## src/rtl/wb_uart_pkg.sv

```systemverilog
// Shared types and constants for the UART transmit arbiter.
// Latency: n/a (declarations only).
// Backpressure: n/a.
package wb_uart_pkg;

  // Start bit + 8 data bits + stop bit.
  localparam int FRAME_BAUDS = 10;

  typedef enum logic {
    IDLE = 1'b0,
    BUSY = 1'b1
  } arb_state_t;

  typedef logic [7:0] uart_byte_t;

  // Clock cycles the transmitter spends in START..STOP for one byte.
  function automatic int frame_ticks(input int tpb);
    return FRAME_BAUDS * tpb;
  endfunction

  // Frame counter width; kept at least 1 bit so an unset baud divisor still elaborates.
  function automatic int cnt_width(input int tpb);
    int ft;
    ft = FRAME_BAUDS * tpb;
    return (ft > 0) ? $clog2(ft + 1) : 1;
  endfunction

endpackage

```

## src/rtl/wb_uart_tx_arb_rr_arbiter.sv

```systemverilog
// Combinational round-robin pick: first requester above i_last, with wrap-around.
// Latency: 0 cycles (pure combinational; caller registers the result).
// Backpressure: none; o_vld low when no request bit is set.
//
// Ports:
//   i_req   request vector, one bit per requester
//   i_last  index of the previous winner (lowest priority this round)
//   o_gnt   one-hot grant
//   o_idx   binary index of the grant
//   o_vld   at least one request present
module rr_arbiter
  import wb_uart_pkg::*;
#(
  parameter int NREQ = 4,
  localparam int IDX_W = $clog2(NREQ)
) (
  input  logic [NREQ-1:0]  i_req,
  input  logic [IDX_W-1:0] i_last,
  output logic [NREQ-1:0]  o_gnt,
  output logic [IDX_W-1:0] o_idx,
  output logic             o_vld
);

  always_comb begin
    int                 pos;
    logic [IDX_W-1:0]   sel;
    o_gnt = '0;
    o_idx = '0;
    o_vld = 1'b0;
    pos   = 0;
    sel   = '0;
    // Walk NREQ slots starting just above i_last; i_last itself is checked last.
    for (int k = 1; k <= NREQ; k++) begin
      pos = int'(i_last) + k;
      if (pos >= NREQ) pos = pos - NREQ;
      sel = IDX_W'(pos);
      if (!o_vld && i_req[sel]) begin
        o_vld      = 1'b1;
        o_gnt[sel] = 1'b1;
        o_idx      = sel;
      end
    end
  end

endmodule

```

## src/rtl/wb_uart_tx_arb.sv

```systemverilog
// Shares one wb_uart_tx between NREQ byte producers, round-robin per byte.
// Latency: request seen in IDLE -> tx_stb_o/req_ack_o one cycle later; one byte per 10*TICKS_PER_BAUD+1 cycles.
// Backpressure: requesters hold req_stb_i/data until their ack pulse; losers simply keep waiting.
//
// Ports:
//   wb_clk_i, wb_rst_ni   clock, asynchronous active-low reset
//   req_stb_i / req_dat_i per-requester valid and byte (requester i on bits [8i+7:8i])
//   req_lock_i            per-requester bus lock (only with WB_UART_TX_ARB_LOCK_EN defined)
//   req_ack_o             one-cycle one-hot accept pulse
//   tx_stb_o / tx_dat_o   strobe and byte to the transmitter's wb_stb_i / wb_dat_i
//   busy_o                a frame is in flight
// Optional feature macro: WB_UART_TX_ARB_LOCK_EN (the holder of a lock is re-granted
// while it keeps requesting, so multi-byte messages stay contiguous).
module wb_uart_tx_arb
  import wb_uart_pkg::*;
#(
  parameter int NREQ           = 4,
  parameter int TICKS_PER_BAUD = 0
) (
  input  logic                wb_clk_i,
  input  logic                wb_rst_ni,
  input  logic [NREQ-1:0]     req_stb_i,
  input  logic [8*NREQ-1:0]   req_dat_i,
`ifdef WB_UART_TX_ARB_LOCK_EN
  input  logic [NREQ-1:0]     req_lock_i,
`endif
  output logic [NREQ-1:0]     req_ack_o,
  output logic                tx_stb_o,
  output uart_byte_t          tx_dat_o,
  output logic                busy_o
);

  localparam int IDX_W       = $clog2(NREQ);
  localparam int FRAME_TICKS = frame_ticks(TICKS_PER_BAUD);
  localparam int CNT_W       = cnt_width(TICKS_PER_BAUD);

  arb_state_t       r_state, w_state_nxt;
  logic [CNT_W-1:0] r_cnt,   w_cnt_nxt;
  logic [IDX_W-1:0] r_last,  w_last_nxt;
  logic             r_stb,   w_stb_nxt;
  logic [NREQ-1:0]  r_ack,   w_ack_nxt;
  uart_byte_t       r_dat,   w_dat_nxt;
  logic             r_busy,  w_busy_nxt;

  uart_byte_t       w_req_byte [NREQ];
  logic [NREQ-1:0]  w_arb_gnt;
  logic [IDX_W-1:0] w_arb_idx;
  logic             w_arb_vld;
  logic             w_lock_hold;
  logic [NREQ-1:0]  w_win_gnt;
  logic [IDX_W-1:0] w_win_idx;
  logic             w_win_vld;

  for (genvar g = 0; g < NREQ; g++) begin : g_req_byte
    assign w_req_byte[g] = req_dat_i[8*g +: 8];
  end

  rr_arbiter #(
    .NREQ (NREQ)
  ) u_rr_arbiter (
    .i_req  (req_stb_i),
    .i_last (r_last),
    .o_gnt  (w_arb_gnt),
    .o_idx  (w_arb_idx),
    .o_vld  (w_arb_vld)
  );

`ifdef WB_UART_TX_ARB_LOCK_EN
  // Lock only holds while its owner is still requesting; otherwise rotation resumes.
  assign w_lock_hold = req_lock_i[r_last] & req_stb_i[r_last];
`else
  assign w_lock_hold = 1'b0;
`endif

  assign w_win_vld = w_lock_hold | w_arb_vld;
  assign w_win_idx = w_lock_hold ? r_last : w_arb_idx;
  assign w_win_gnt = w_lock_hold ? (NREQ'(1) << r_last) : w_arb_gnt;

  always_comb begin
    w_state_nxt = r_state;
    w_cnt_nxt   = r_cnt;
    w_last_nxt  = r_last;
    w_stb_nxt   = 1'b0;
    w_ack_nxt   = '0;
    w_dat_nxt   = r_dat;
    w_busy_nxt  = r_busy;
    unique case (r_state)
      IDLE: begin
        if (w_win_vld) begin
          w_state_nxt = BUSY;
          w_cnt_nxt   = CNT_W'(FRAME_TICKS);
          w_last_nxt  = w_win_idx;
          w_stb_nxt   = 1'b1;
          w_ack_nxt   = w_win_gnt;
          w_dat_nxt   = w_req_byte[w_win_idx];
          w_busy_nxt  = 1'b1;
        end else begin
          w_busy_nxt  = 1'b0;
        end
      end
      BUSY: begin
        // Leaving at cnt==1 lands the next IDLE edge exactly when the
        // transmitter is back in idle. The <= also covers an unset divisor.
        if (r_cnt <= CNT_W'(1)) begin
          w_state_nxt = IDLE;
          w_cnt_nxt   = '0;
          w_busy_nxt  = 1'b0;
        end else begin
          w_cnt_nxt   = r_cnt - CNT_W'(1);
          w_busy_nxt  = 1'b1;
        end
      end
    endcase
  end

  always_ff @(posedge wb_clk_i or negedge wb_rst_ni) begin
    if (!wb_rst_ni) begin
      r_state <= IDLE;
      r_cnt   <= '0;
      r_last  <= IDX_W'(NREQ - 1);
      r_stb   <= 1'b0;
      r_ack   <= '0;
      r_dat   <= '0;
      r_busy  <= 1'b0;
    end else begin
      r_state <= w_state_nxt;
      r_cnt   <= w_cnt_nxt;
      r_last  <= w_last_nxt;
      r_stb   <= w_stb_nxt;
      r_ack   <= w_ack_nxt;
      r_dat   <= w_dat_nxt;
      r_busy  <= w_busy_nxt;
    end
  end

  assign tx_stb_o  = r_stb;
  assign req_ack_o = r_ack;
  assign tx_dat_o  = r_dat;
  assign busy_o    = r_busy;

endmodule

```

## config.mk

```make
export PLATFORM = sky130hd
export DESIGN_NAME = wb_uart_tx_arb
export DESIGN_NICKNAME = d
export VERILOG_FILES = /design/src/rtl/wb_uart_pkg.sv /design/src/rtl/wb_uart_tx_arb_rr_arbiter.sv /design/src/rtl/wb_uart_tx_arb.sv
export SDC_FILE = /design/constraint.sdc
export NUM_CORES = 1
export LEC_CHECK = 0
export ABC_AREA = 1
export BUFFER_PORTS_ARGS = -buffer_cell sky130_fd_sc_hd__buf_2
export CAP_MARGIN = 20
export CORE_ASPECT_RATIO = 0.8
export CORE_MARGIN = 5
export CORE_UTILIZATION = 45
export CTS_CLUSTER_SIZE = 10
export DETAILED_ROUTE_END_ITERATION = 6
export PLACE_DENSITY = 0.74
export SLEW_MARGIN = 0
export SYNTH_ARGS = -nofsm -noshare
export SYNTH_HDL_FRONTEND = slang
export SYNTH_HIERARCHICAL = 1
export SYNTH_SLANG_ARGS = --single-unit
```

## constraint.sdc

```tcl
create_clock -name wb_clk_i -period 5.9 [get_ports wb_clk_i]
set_clock_uncertainty 0.05 [all_clocks]
set_input_delay 1.18 -clock wb_clk_i [delete_from_list [all_inputs] [get_ports wb_clk_i]]
set_output_delay 1.18 -clock wb_clk_i [all_outputs]
set_load 0.02 [all_outputs]
```

### Word-level counts from Yosys, hierarchy flattened

Cells that the tools add are included.

* flip-flop bits (word level): 17
* bits in latches: 0
* memory bits (writable): 0
* ROM bits: 0
* output and inout bits: 14
* word-level logic and storage cells: 90
* memories kept: 0

* add/subtract/negate cells: 9
* $mul: 0
* divide/modulo/power cells: 0
* order comparisons: 14
* equality and inequality tests: 1
* shifts and indexed selects: 0
* mux-type cells: 44
* bitwise gates (word level): 5
* reduce and logical (&&, ||, !) cells: 11

Operators by type and width (number)
* $mux W4: 6
* $mux W1: 17
* $bmux W8 S2: 1
* $mux W2: 8
* $mux W8: 2
* $ge A3 B3 Y1 const B: 4
* $lt A2 B3 Y1 const B: 4
* $or A4 B4 Y4: 3
* $bmux W1 S2: 4
* $demux W1 S2: 4
* $ge A2 B1 Y1 const B: 4
* $sub A2 B1 Y2 const B: 4
* $logic_and A1 B1 Y1: 7
* $add A2 B2 Y3 const B: 2
* $add A2 B3 Y4 const B: 1
* $ge A4 B3 Y1 const B: 1
* $pmux W1 S2: 2
* $add A2 B1 Y3 const B: 1
* $logic_not A1 Y1: 3
* $not A2 Y3: 1
* $ne A2 B1 Y1 const B: 1
* $reduce_and A2 Y1: 1
* $le A1 B1 Y1 const B: 1
* $not A1 Y1: 1
* $sub A1 B1 Y1 const B: 1

### Logic depth before layout (Yosys ltp)

Gate-level depths: netlist of the first run.

* word-level depth: 19
* mapped depth: 17

### Cells and area by module

Netlist of the first run, hierarchy kept.

Modules (own cells, without submodules)
* wb_uart_tx_arb: instances 1, cells each 135, area an instance 897.1 um^2
* rr_arbiter: instances 1, cells each 74, area an instance 457.9 um^2

### Worst setup path after synthesis of the first run

Ideal clock, no wire load.

* path type: in2reg
* start point: input req_stb_i[2]
* end point: register r_dat[1] (netlist: tx_dat_o[1])
* data arrival time: 2.355 ns
* required time: 5.726 ns
* slack: 3.372 ns
* stages: 14
* cell sequence: inv_1 nand2_1 nand2_1 inv_1 nor2_2 nand3_1 a21oi_2 buf_6 inv_4 buf_6 nand2_1 nand2_1 nand2_1 nand3_1

* longest elaborated chain between the ends: 16

RTL lines
* start, declared: RTL line wb_uart_tx_arb.sv:22 `input logic [NREQ-1:0] req_stb_i,`
* $bmux W1 S2: RTL line wb_uart_tx_arb_rr_arbiter.sv:37 `if (!o_vld && i_req[sel]) begin`
* $mux W1 (implied by the code): RTL line wb_uart_tx_arb_rr_arbiter.sv:37
* $mux W1: RTL line wb_uart_tx_arb_rr_arbiter.sv:37
* $logic_not A1 Y1: RTL line wb_uart_tx_arb_rr_arbiter.sv:37
* $logic_and A1 B1 Y1: RTL line wb_uart_tx_arb_rr_arbiter.sv:37
* $mux W1: RTL line wb_uart_tx_arb_rr_arbiter.sv:37
* $logic_not A1 Y1: RTL line wb_uart_tx_arb_rr_arbiter.sv:37
* $logic_and A1 B1 Y1: RTL line wb_uart_tx_arb_rr_arbiter.sv:37
* $mux W1: RTL line wb_uart_tx_arb_rr_arbiter.sv:37
* $logic_not A1 Y1: RTL line wb_uart_tx_arb_rr_arbiter.sv:37
* $logic_and A1 B1 Y1: RTL line wb_uart_tx_arb_rr_arbiter.sv:37
* $mux W2 *: RTL line wb_uart_tx_arb_rr_arbiter.sv:37
* via w_arb_idx[0]: RTL line wb_uart_tx_arb.sv:47 `logic [IDX_W-1:0] w_arb_idx;`
* $not A2 Y3 (implied by the code) *: RTL line wb_uart_tx_arb.sv:95 `w_dat_nxt = w_req_byte[w_win_idx];`
* $bmux W8 S2 *: RTL line wb_uart_tx_arb.sv:95
* $mux W8 (implied by the code) * (2 in a row): RTL line wb_uart_tx_arb.sv:95
* end signal, assigned: RTL line wb_uart_tx_arb.sv:131 `r_dat <= w_dat_nxt;`
* end, declared: RTL line wb_uart_tx_arb.sv:42 `uart_byte_t r_dat, w_dat_nxt;`

The timed path passes the listed nets; every way through them passes the cells marked *. The select of a mux whose other input is x is not followed.
A chain may end at the register's enable or synchronous reset.

### Worst setup path after layout of the first run

* start point: register r_last[0]
* end point: register r_dat[3] (netlist: tx_dat_o[3])

* longest elaborated chain between the ends: 19

RTL lines
* start, declared: RTL line wb_uart_tx_arb.sv:39 `logic [IDX_W-1:0] r_last, w_last_nxt;`
* start signal, assigned: RTL line wb_uart_tx_arb.sv:120 `r_last <= IDX_W'(NREQ - 1);`
* start signal, assigned: RTL line wb_uart_tx_arb.sv:128 `r_last <= w_last_nxt;`
* $add A2 B1 Y3: RTL line wb_uart_tx_arb_rr_arbiter.sv:34 `pos = int'(i_last) + k;`
* $ge A3 B3 Y1 / $sub A2 B1 Y2 (equally long branches): RTL line wb_uart_tx_arb_rr_arbiter.sv:35 `if (pos >= NREQ) pos = pos - NREQ;`
* $mux W2: RTL line wb_uart_tx_arb_rr_arbiter.sv:35
* $bmux W1 S2: RTL line wb_uart_tx_arb_rr_arbiter.sv:37
* $mux W1 (implied by the code): RTL line wb_uart_tx_arb_rr_arbiter.sv:37
* $mux W1: RTL line wb_uart_tx_arb_rr_arbiter.sv:37
* $logic_not A1 Y1: RTL line wb_uart_tx_arb_rr_arbiter.sv:37
* $logic_and A1 B1 Y1: RTL line wb_uart_tx_arb_rr_arbiter.sv:37
* [... 3 more ...]
* $mux W1: RTL line wb_uart_tx_arb_rr_arbiter.sv:37
* $logic_not A1 Y1: RTL line wb_uart_tx_arb_rr_arbiter.sv:37
* $logic_and A1 B1 Y1: RTL line wb_uart_tx_arb_rr_arbiter.sv:37
* $mux W2 *: RTL line wb_uart_tx_arb_rr_arbiter.sv:37
* via w_arb_idx[0]: RTL line wb_uart_tx_arb.sv:47
* $not A2 Y3 (implied by the code) *: RTL line wb_uart_tx_arb.sv:95
* $bmux W8 S2 *: RTL line wb_uart_tx_arb.sv:95
* $mux W8 (implied by the code) * (2 in a row): RTL line wb_uart_tx_arb.sv:95

Marks and branches as above.

==> results of run 1 <==
==> metrics by stage <==
stage | worst slack (ns) | total power, W
finish | 2.82 | 0.00115
global route | 2.59 | 0.00127
CTS | 2.85 | 0.00115
detailed placement | 2.65 | 0.00106
global placement | 2.66 | 0.00106
floorplan | 3.37 | 0.000930
==> critical path, stage by stage (launching register included) <==
cell and delay [ns]:
dfstp_2 0.64, inv_2 0.14, ha_1 0.36, inv_1 0.09, nand2_2 0.13, nand2_2 0.08
nor2_2 0.18, nor2_1 0.08, a21oi_2 0.67, inv_4 0.21, nand2_1 0.12, nand3_1 0.06
nand2_1 0.09, nand2_1 0.06, nand2_1 0.06
==> area by class of cell <==
cell class / count / area share [%]
clock buffers: 3 / 2.49
well taps: 38 / 2.87
flip-flops and latches: 15 / 22.8
repair buffers: 51 / 15.4
clock inverters: 1 / 0.302
multi-input cells: 160 / 49.2
inverters: 29 / 6.88
==> layer usage <==
layer	routed length [microns]	global-route usage, %	part of all wire [%]	up-vias
met2	1350	23.3	40	65
met4	24	4.02	0.71	0
li1	-	-	-	755
met1	1640	24.7	49	580
met5	0	0	0	-
met3	345	3.73	10	2
==> how the worst max path moves through the flow <==
stage | startpoint | endpoint | slack (ns) | cells past startpoint
6_report | r_last[0] | tx_dat_o[3] | 2.82 | 14
3_5_place_dp | req_stb_i[2] | tx_dat_o[2] | 2.65 | 13
2_1_floorplan | req_stb_i[2] | tx_dat_o[1] | 3.37 | 14
3_3_place_gp | req_stb_i[0] | tx_dat_o[2] | 2.66 | 13
4_1_cts | r_last[1] | tx_dat_o[3] | 2.85 | 14
5_1_grt | r_last[1] | tx_dat_o[4] | 2.59 | 13
==> flip-flops by register name, indices dropped and copies added (netlist names) <==
signal	count
busy_o	1
r_last	2
req_ack_o	4
tx_dat_o	8
==> cells in the mapped netlist <==
| library cell | instances | area (sq um) |
|---|---|---|
| nor2_8 | 1 | 20.0 |
| ha_1 | 8 | 100 |
| dfstp_2 | 2 | 52.6 |
| a21oi_2 | 1 | 8.76 |
| a21oi_1 | 4 | 20.0 |
| a31oi_1 | 1 | 6.26 |
| o21ai_1 | 1 | 5.00 |
| inv_4 | 2 | 12.5 |
| a21boi_0 | 4 | 30.0 |
| nand2_2 | 6 | 37.5 |
| nand3_2 | 2 | 20.0 |
| nor2_1 | 8 | 30.0 |
| inv_1 | 24 | 90.1 |
| nor2_2 | 4 | 25.0 |
| buf_6 | 3 | 33.8 |
| buf_4 | 2 | 15.0 |
| dfrtp_1 | 13 | 325 |
| nand3_1 | 25 | 125 |
| inv_2 | 3 | 11.3 |
| nand4_1 | 6 | 37.5 |
| nand2_4 | 2 | 22.5 |
| nand2_1 | 87 | 327 |
==> report_power, final <==
group	internal, W	switching (W)	leakage (nW)
registers	0.000159	0.0000432	0.186
logic	0.000273	0.000594	0.809
clock network	0.0000468	0.0000361	0.0255
total	0.000478	0.000673	1.02
==> kinds of logic after synthesis <==
group / synth area share, %
buffers and inverters: 12.0
adders and majority gates: 7.39
DFF: 27.9
and+or+nand+nor: 47.6
AOI/OAI and AO/OA: 5.17
==> flow_metrics.py, run 1 <==
metrics = {
    "finish": {
        "final_cells": 297,
        "final_common_cell": "nand2_1",
        "final_cell_area_sq_um": 1660,
        "multi_input_area_sq_um": 815,
        "seqCellArea_sq_um": 378,
        "layout_common_cells": "nand2_1 (87), buf_2 (51), nand3_1 (25), inv_1 (24), dfrtp_1 (13)",
        "diodes": 0,
        "final_util_pct": 58.5,
        "syn_to_final_growth_pct": 22.2,
        "drive_gt1_share_pct": 30.1,
        "final_nets": 306,
        "num-fill-cells": 278,
    },
    "cts": {
        "cts.sinks": 15,
        "h-tree-depth": 1,
        "clk_pin_slew_ns": 0.06,
        "cts_buffer_depth": 2,
        "hold_buffers": 0,
        "clock_latency_ns": 0.25,
        "cts_tree": "yes",
        "cts-buffers-inserted": 3,
        "clockRootBuffer": "clkbuf_8",
        "cts_setup_buffers": 0,
        "post_cts_resized": 0,
    },
    "synth": {
        "synthesis.area_sq_um": 1360,
        "syn_inst": 209,
        "syn_nets": 255,
        "ys_seq_area_share_pct": 27.9,
        "synth-seq-cells": 15,
        "syn_area_per_cell_sq_um": 6.48,
        "yosys_warnings": 6,
        "synthDistinctLibCells": 22,
    },
    "floorplan": {
        "initial_core_util_pct": 47.9,
        "die_area_sq_um": 4220,
        "placementRows": 17,
        "design.core.area_sq_um": 2830,
        "die_h_microns": 59.1,
        "die_width_microns": 71.4,
        "num_io_pins": 52,
    },
    "routing": {
        "drt_iter0_markers": 136,
        "viasPerCell": 4.72,
        "postRouteAntennaNets": 0,
        "routed_wl_microns": 3360,
        "drtPass1Iterations": 4,
        "drc": 0,
        "post_drt_wl_per_cell_microns": 11.3,
        "vias": 1402,
    },
    "sta": {
        "rsz0062_at_grt": "no",
        "holdWs_ns": 0.442,
        "drv_slew": 0,
        "hold_viol_final": 0,
        "fmax_mhz": 325,
        "slew_headroom_pct": 44.2,
        "setup-violations-final": 0,
        "tns_ns": 0,
        "worst_slew_pin_slew_ns": 0.837,
        "fin_crit_ns": 3.08,
        "finalCritPeriodShare_pct": 52.2,
    },
    "min_path": {
        "hold_class": "reg2reg",
        "min_from": "tx_dat_o[7]",
        "holdPathEnd": "tx_dat_o[7]",
        "min_path_cells": 2,
    },
    "place": {
        "port_buffers": 51,
        "dp_cells": 293,
        "place_area_sq_um": 1610,
        "gp_congestion": 0.931,
        "dp_hpwl_microns": 2680,
    },
    "global_route": {
        "grt_overflow_total": 0,
        "grt_pass1_wl_microns": 5540,
        "grt_antenna_before_repair": 0,
        "grt_max_degree": 18,
        "grt_pass1_vias": 1280,
        "grt_use_total_pct": 16.4,
    },
    "critical_path": {
        "r2r_slack_ns": 2.82,
        "start_kind": "flip-flop",
        "required_ns": 6.04,
        "path_class": "reg2reg",
        "worstReg2RegEnd": "tx_dat_o[3]",
        "worstPathArrival_ns": 3.22,
        "setup.worst_path.end_class": "flip-flop",
        "r2r_cells": 14,
        "reg2reg_from": "r_last[0]",
        "crit_fanout": 17,
    },
    "outcome": {
        "run_status": "completed",
    },
    "pwr": {
        "cellPowerDensity_nw_per_um2": 696,
        "p_leak_nw": 1.02,
        "peakVddDrop_uv": 243,
    },
    "flow_run": {
        "drv_cap": 0,
    },
}
No activity file was read; power rests on OpenSTA's default activity.
==> run 2: changes to the inputs <==
ABC_AREA = 0   (was 1)
PLACE_DENSITY = 0.75   (was 0.74)
clock period = 3.1 ns   (was 5.9 ns; I/O delays follow)
==> run 2 against run 1 <==
- via count shrank 22%
- largest power group unchanged
- sequential share of layout area grew 0.73 points
- clock power grew 31%
- global-route usage shrank 1.5 points
- largest cell class unchanged
- sequential cell count is the same
- synthesized area shrank 4.8%
- critical path depth shrank 6
==> flow_metrics.py, run 2 <==
metrics = {
    "critical_path": {
        "worstPathArrival_ns": 3.01,
        "critPathMaxStageDelay_ns": 0.65,
        "path_class": "reg2reg",
        "cp_slowest_cell": "dfstp_2",
        "required_ns": 3.22,
        "worstPathCellList": "mux4_2 > a21oi_2 > nor3_1 > nor2_2 > o31a_1 > buf_12 > mux4_2 > mux2_4",
        "start_kind": "flip-flop",
        "crit_top_cell": "mux4_2",
        "setup.worst_path.end_class": "flip-flop",
        "crit_fanout": 9,
    },
    "floorplan": {
        "initial_core_util_pct": 46.7,
        "num_io_pins": 52,
        "die_width_microns": 69.9,
        "die_h_microns": 57.9,
        "placementRows": 17,
        "die_area_sq_um": 4040,
        "design.core.area_sq_um": 2770,
    },
    "pwr": {
        "swShare_pct": 42.6,
        "finalPower_w": 0.00177,
        "p_int_w": 0.00102,
        "p_sw_w": 0.000754,
        "cellPowerDensity_nw_per_um2": 1100,
        "p_leak_nw": 0.767,
        "p_clk_share_pct": 6.2,
        "power.share.combinational_pct": 72.0,
        "peakVddDrop_uv": 539,
        "p_seq_share_pct": 21.8,
    },
    "sta": {
        "slew_headroom_pct": 73.0,
        "worst_slew_pin_slew_ns": 0.393,
        "holdWs_ns": 0.164,
        "finalCritPeriodShare_pct": 93.2,
        "rsz0062_at_grt": "no",
        "hold_viol_final": 0,
        "fin_crit_ns": 2.89,
        "setup-violations-final": 0,
        "tns_ns": 0,
        "drv_slew": 0,
        "fmax_mhz": 346,
    },
    "synth": {
        "synth_top_area_share_pct": 25.2,
        "syn_area_per_cell_sq_um": 11.6,
        "synthDistinctLibCells": 38,
        "ys_seq_area_share_pct": 29.3,
        "postSynth.asyncResetShare_pct": 100,
        "ys.flop_type": "dfrtp_1",
        "yosysTopAreaCell": "dfrtp_1",
        "syn_inst": 111,
        "syn_nets": 157,
        "synth.area.top_cells": "dfrtp_1 (25%), mux4_2 (16%), mux2_4 (9.3%)",
        "synthesis.area_sq_um": 1290,
        "synth_most_common_cell": "dfrtp_1",
        "yosys_warnings": 6,
        "synth_commonest_cells": "dfrtp_1 (13), nand2_1 (12), mux4_2 (9), ha_1 (8), mux2_4 (8)",
        "synth-seq-cells": 15,
        "synth_edf_count": 0,
    },
    "global_route": {
        "grt_antenna_before_repair": 0,
        "grt_pass1_wl_microns": 4820,
        "grt_pass1_vias": 1072,
        "grt_max_degree": 16,
        "grt_use_total_pct": 14.9,
        "grt_overflow_total": 0,
    },
    "routing": {
        "postRouteAntennaNets": 0,
        "drtPass1Iterations": 4,
        "vias": 1088,
        "routed_wl_microns": 3010,
        "post_drt_wl_per_cell_microns": 15.0,
        "drt_iter0_markers": 66,
        "drc": 0,
        "viasPerCell": 5.41,
    },
    "place": {
        "dp_hpwl_microns": 2380,
        "gp_congestion": 0.834,
        "port_buffers": 51,
    },
    "finish": {
        "layout_common_cells": "buf_2 (51), dfrtp_1 (13), nand2_1 (12), mux4_2 (9)",
        "largest_reg_flops": 8,
        "final_common_cell": "buf_2",
        "drive_gt1_share_pct": 54.6,
        "diodes": 0,
        "syn_to_final_growth_pct": 24.3,
        "final_nets": 210,
    },
    "cts": {
        "post_cts_resized": 0,
        "cts_setup_buffers": 0,
        "clock_latency_ns": 0.29,
        "cts_buffer_depth": 2,
        "h-tree-depth": 1,
        "hold_buffers": 0,
        "clk_pin_slew_ns": 0.09,
        "clockRootBuffer": "clkbuf_4",
        "cts.sinks": 15,
        "cts_tree": "yes",
        "cts-buffers-inserted": 3,
    },
    "min_path": {
        "hold_class": "in2async",
    },
    "outcome": {
        "run_status": "completed",
    },
    "flow_run": {
        "drv_cap": 0,
    },
}
run 2: path summary, 6_finish.rpt:
path                                   from           to  slack, ns  cells past startpoint
worst max-delay path              r_last[0]  tx_dat_o[5]       0.21                      8
worst min-delay path              wb_rst_ni  tx_dat_o[6]       0.16                      1
worst max register to register    r_last[0]  tx_dat_o[5]       0.21                      8
worst min register to register  tx_dat_o[4]  tx_dat_o[4]       0.47                      1
max in group asynchronous         wb_rst_ni    r_last[1]       2.55                      1
min in group wb_clk_i           tx_dat_o[4]  tx_dat_o[4]       0.47                      1
run 2: cells by family after synthesis:
logic type | Yosys count | synth area share [%]
AND/OR/NAND/NOR | 29 | 10.8
AO/OA/AOI/OAI | 24 | 15.2
multiplexers | 22 | 30.1
flip-flops | 15 | 29.3
buffers and inverters | 13 | 6.89
adder cells (fa/ha/maj) | 8 | 7.76
run 2: routing by layer:
metal	track usage [%]	wire, microns
met2	25.3	1500
met5	0	0
met1	19.4	1310
met3	2.77	184
met4	4.64	13
run 2: through the flow:
| stage | util [%] | setup slack, ns | area (sq um) | instances |
|---|---|---|---|---|
| finish | 58.0 | 0.210 | 1600 | 201 |
| global route | 58.0 | 0.0414 | 1600 | 201 |
| CTS | 58.0 | 0.202 | 1600 | 201 |
| detailed placement | 57.0 | 0.157 | 1580 | 197 |
| global placement | 57.0 | 0.214 | 1580 | 197 |
| floorplan | - | 0.343 | 1290 | 111 |
run 2: power by group through the flow:
stage / Sequential (W) / Combinational (W) / Clock [W]
after global placement: 0.000387 / 0.00124 / 0
after floorplan: 0.000474 / 0.000905 / 0
final: 0.000386 / 0.00127 / 0.000109
after global routing: 0.000402 / 0.00137 / 0.000121
after CTS: 0.000388 / 0.00128 / 0.000114
after detailed placement: 0.000387 / 0.00128 / 0
run 2: cell type report:
class | instances | area [sq um]
clock buffer | 3 | 22.5
fill | 242 | 1160
sequential | 15 | 378
multi-input combinational | 83 | 823
inverter | 4 | 15.0
tap | 38 | 47.5
timing repair buffer | 57 | 313
clock inverter | 1 | 5.00
run 2: worst max-delay path, delay by kind of cell, from the launching register on:
| kind | cells | cell delay [ns] |
|---|---|---|
| multiplexers | 3 | 1.41 |
| flip-flops | 1 | 0.65 |
| AO/OA/AOI/OAI | 2 | 0.36 |
| buffers and inverters | 1 | 0.15 |
| AND/OR/NAND/NOR | 2 | 0.14 |
==> run 3: changes to the inputs <==
ABC_AREA = 1   (was 0)
PLACE_DENSITY = 0.74   (was 0.75)
==> run 3 against run 2 <==
- clock power increased by 41%
- combinational power is 31% higher
- critical endpoint unchanged
- global-route usage up 1.2 points
- critical path depth up 8
- design area increased by 3.6%
- hold slack gained 0.049 ns
- setup slack better by 0.29 ns
==> flow_metrics.py, run 3 (synthesis results as in run 1) <==
metrics = {
    "routing": {
        "vias": 1405,
        "drt_iter0_markers": 138,
        "viasPerCell": 4.71,
        "post_drt_wl_per_cell_microns": 11.0,
        "postRouteAntennaNets": 0,
        "routed_wl_microns": 3280,
        "drtPass1Iterations": 4,
        "drc": 0,
    },
    "sta": {
        "holdWs_ns": 0.213,
        "setup-violations-final": 0,
        "slew_headroom_pct": 78.9,
        "tns_ns": 0,
        "finalCritPeriodShare_pct": 83.8,
        "hold_viol_final": 0,
        "rsz0062_at_grt": "no",
        "worst_slew_pin_slew_ns": 0.317,
        "fin_crit_ns": 2.60,
        "fmax_mhz": 385,
        "drv_slew": 0,
    },
    "finish": {
        "drive_gt1_share_pct": 30.0,
        "layout_common_cells": "nand2_1 (87), buf_2 (51), nand3_1 (25), inv_1 (24), dfrtp_1 (13)",
        "num-fill-cells": 287,
        "syn_to_final_growth_pct": 22.6,
        "largest_reg_flops": 8,
        "diodes": 0,
        "final_common_cell": "nand2_1",
        "final_nets": 307,
    },
    "floorplan": {
        "design.core.area_sq_um": 2830,
        "die_area_sq_um": 4220,
        "die_h_microns": 59.1,
        "die_width_microns": 71.4,
        "initial_core_util_pct": 47.9,
        "num_io_pins": 52,
        "placementRows": 17,
    },
    "global_route": {
        "grt_antenna_before_repair": 0,
        "grt_overflow_total": 0,
        "grt_use_total_pct": 16.0,
        "grt_pass1_wl_microns": 5420,
        "grt_pass1_vias": 1224,
        "grt_max_degree": 18,
    },
    "min_path": {
        "hold_class": "in2async",
    },
    "critical_path": {
        "worstPathArrival_ns": 2.68,
        "cp-startpoint": "r_last[0]",
        "crit_fanout": 17,
        "reg2reg_from": "r_last[0]",
        "r2r_cells": 16,
        "r2r_slack_ns": 0.50,
        "setup.worst_path.end_class": "flip-flop",
        "start_kind": "flip-flop",
        "required_ns": 3.18,
        "path_class": "reg2reg",
    },
    "flow_run": {
        "drv_cap": 0,
    },
    "cts": {
        "cts-buffers-inserted": 3,
        "clockRootBuffer": "clkbuf_8",
        "cts_setup_buffers": 0,
        "post_cts_resized": 0,
        "cts_buffer_depth": 2,
        "cts.sinks": 15,
        "h-tree-depth": 1,
        "cts_tree": "yes",
        "clock_latency_ns": 0.24,
        "hold_buffers": 0,
        "clk_pin_slew_ns": 0.06,
    },
    "pwr": {
        "p_int_w": 0.000934,
        "power.share.combinational_pct": 75.7,
        "swShare_pct": 57.4,
        "p_clk_share_pct": 7.0,
        "p_sw_w": 0.00126,
        "p_leak_nw": 1.02,
        "peakVddDrop_uv": 697,
        "cellPowerDensity_nw_per_um2": 1320,
        "p_seq_share_pct": 17.3,
    },
    "outcome": {
        "run_status": "completed",
    },
    "place": {
        "gp_congestion": 0.913,
        "port_buffers": 51,
        "dp_hpwl_microns": 2740,
    },
}
-- run 3: cell count changes in the layout (fill, tap and decap cells not counted), moves of 8 or more --
| cell | previous run | this run |
|---|---|---|
| inv_1 | 3 | 24 |
| mux2_4 | 8 | 0 |
| mux4_2 | 9 | 0 |
| nand2_1 | 12 | 87 |
| nand3_1 | 1 | 25 |
-- run 3: worst paths after layout --
check / endpoint
worst max-delay path: tx_dat_o[5]
worst min-delay path: tx_dat_o[6]
worst max register to register: tx_dat_o[5]
worst min register to register: tx_dat_o[6]
max in group asynchronous: r_last[1]
min in group wb_clk_i: tx_dat_o[6]
-- run 3: power by group through the flow --
| stage | sequential (W) | clock [W] | combinational [W] |
|---|---|---|---|
| 4_1_cts | 0.000379 | 0.000158 | 0.00165 |
| 3_3_place_gp | 0.000382 | 0 | 0.00165 |
| 5_1_grt | 0.000391 | 0.000168 | 0.00187 |
| 6_report | 0.000379 | 0.000154 | 0.00166 |
| 3_5_place_dp | 0.000379 | 0 | 0.00165 |
| 2_1_floorplan | 0.000452 | 0 | 0.00132 |
-- run 3: critical path, stage by stage, from the launching register on --
cell	delay (ns)
dfstp_2	0.64
inv_2	0.14
ha_1	0.36
inv_1	0.09
nand2_2	0.12
nand2_2	0.08
inv_2	0.10
nand2_1	0.05
nor2_1	0.12
a21oi_2	0.04
buf_4	0.19
inv_4	0.16
nand2_1	0.07
nand3_1	0.06
nand2_1	0.07
nand2_1	0.07
nand2_1	0.05
-- run 3: area by class of cell --
class,count,area [sq um],share of cell area (%)
timing repair buffer,52,263,15.8
sequential,15,378,22.7
inverter,29,114,6.85
multi-input combinational,160,815,49.0
tap,38,47.5,2.86
clock buffer,4,45.0,2.71
-- run 3: metrics by stage --
step | cells | setup slack [ns] | power, W | cell area [sq um] | utilization, %
floorplan | 209 | 0.819 | 0.00177 | 1360 | -
global placement | 294 | 0.548 | 0.00203 | 1620 | 57.1
detailed placement | 294 | 0.513 | 0.00203 | 1620 | 57.1
CTS | 298 | 0.500 | 0.00219 | 1660 | 58.7
global route | 298 | 0.238 | 0.00243 | 1660 | 58.7
finish | 298 | 0.501 | 0.00219 | 1660 | 58.7
-- run 3: layer usage --
metal	global-route usage (%)	share of wire, %	wire (microns)	vias to the layer above
met5	0	0	0	-
met4	4.83	1.3	41	0
met3	5.25	10	334	5
met2	21.2	37	1220	66
met1	24.2	51	1680	581
li1	-	-	-	753
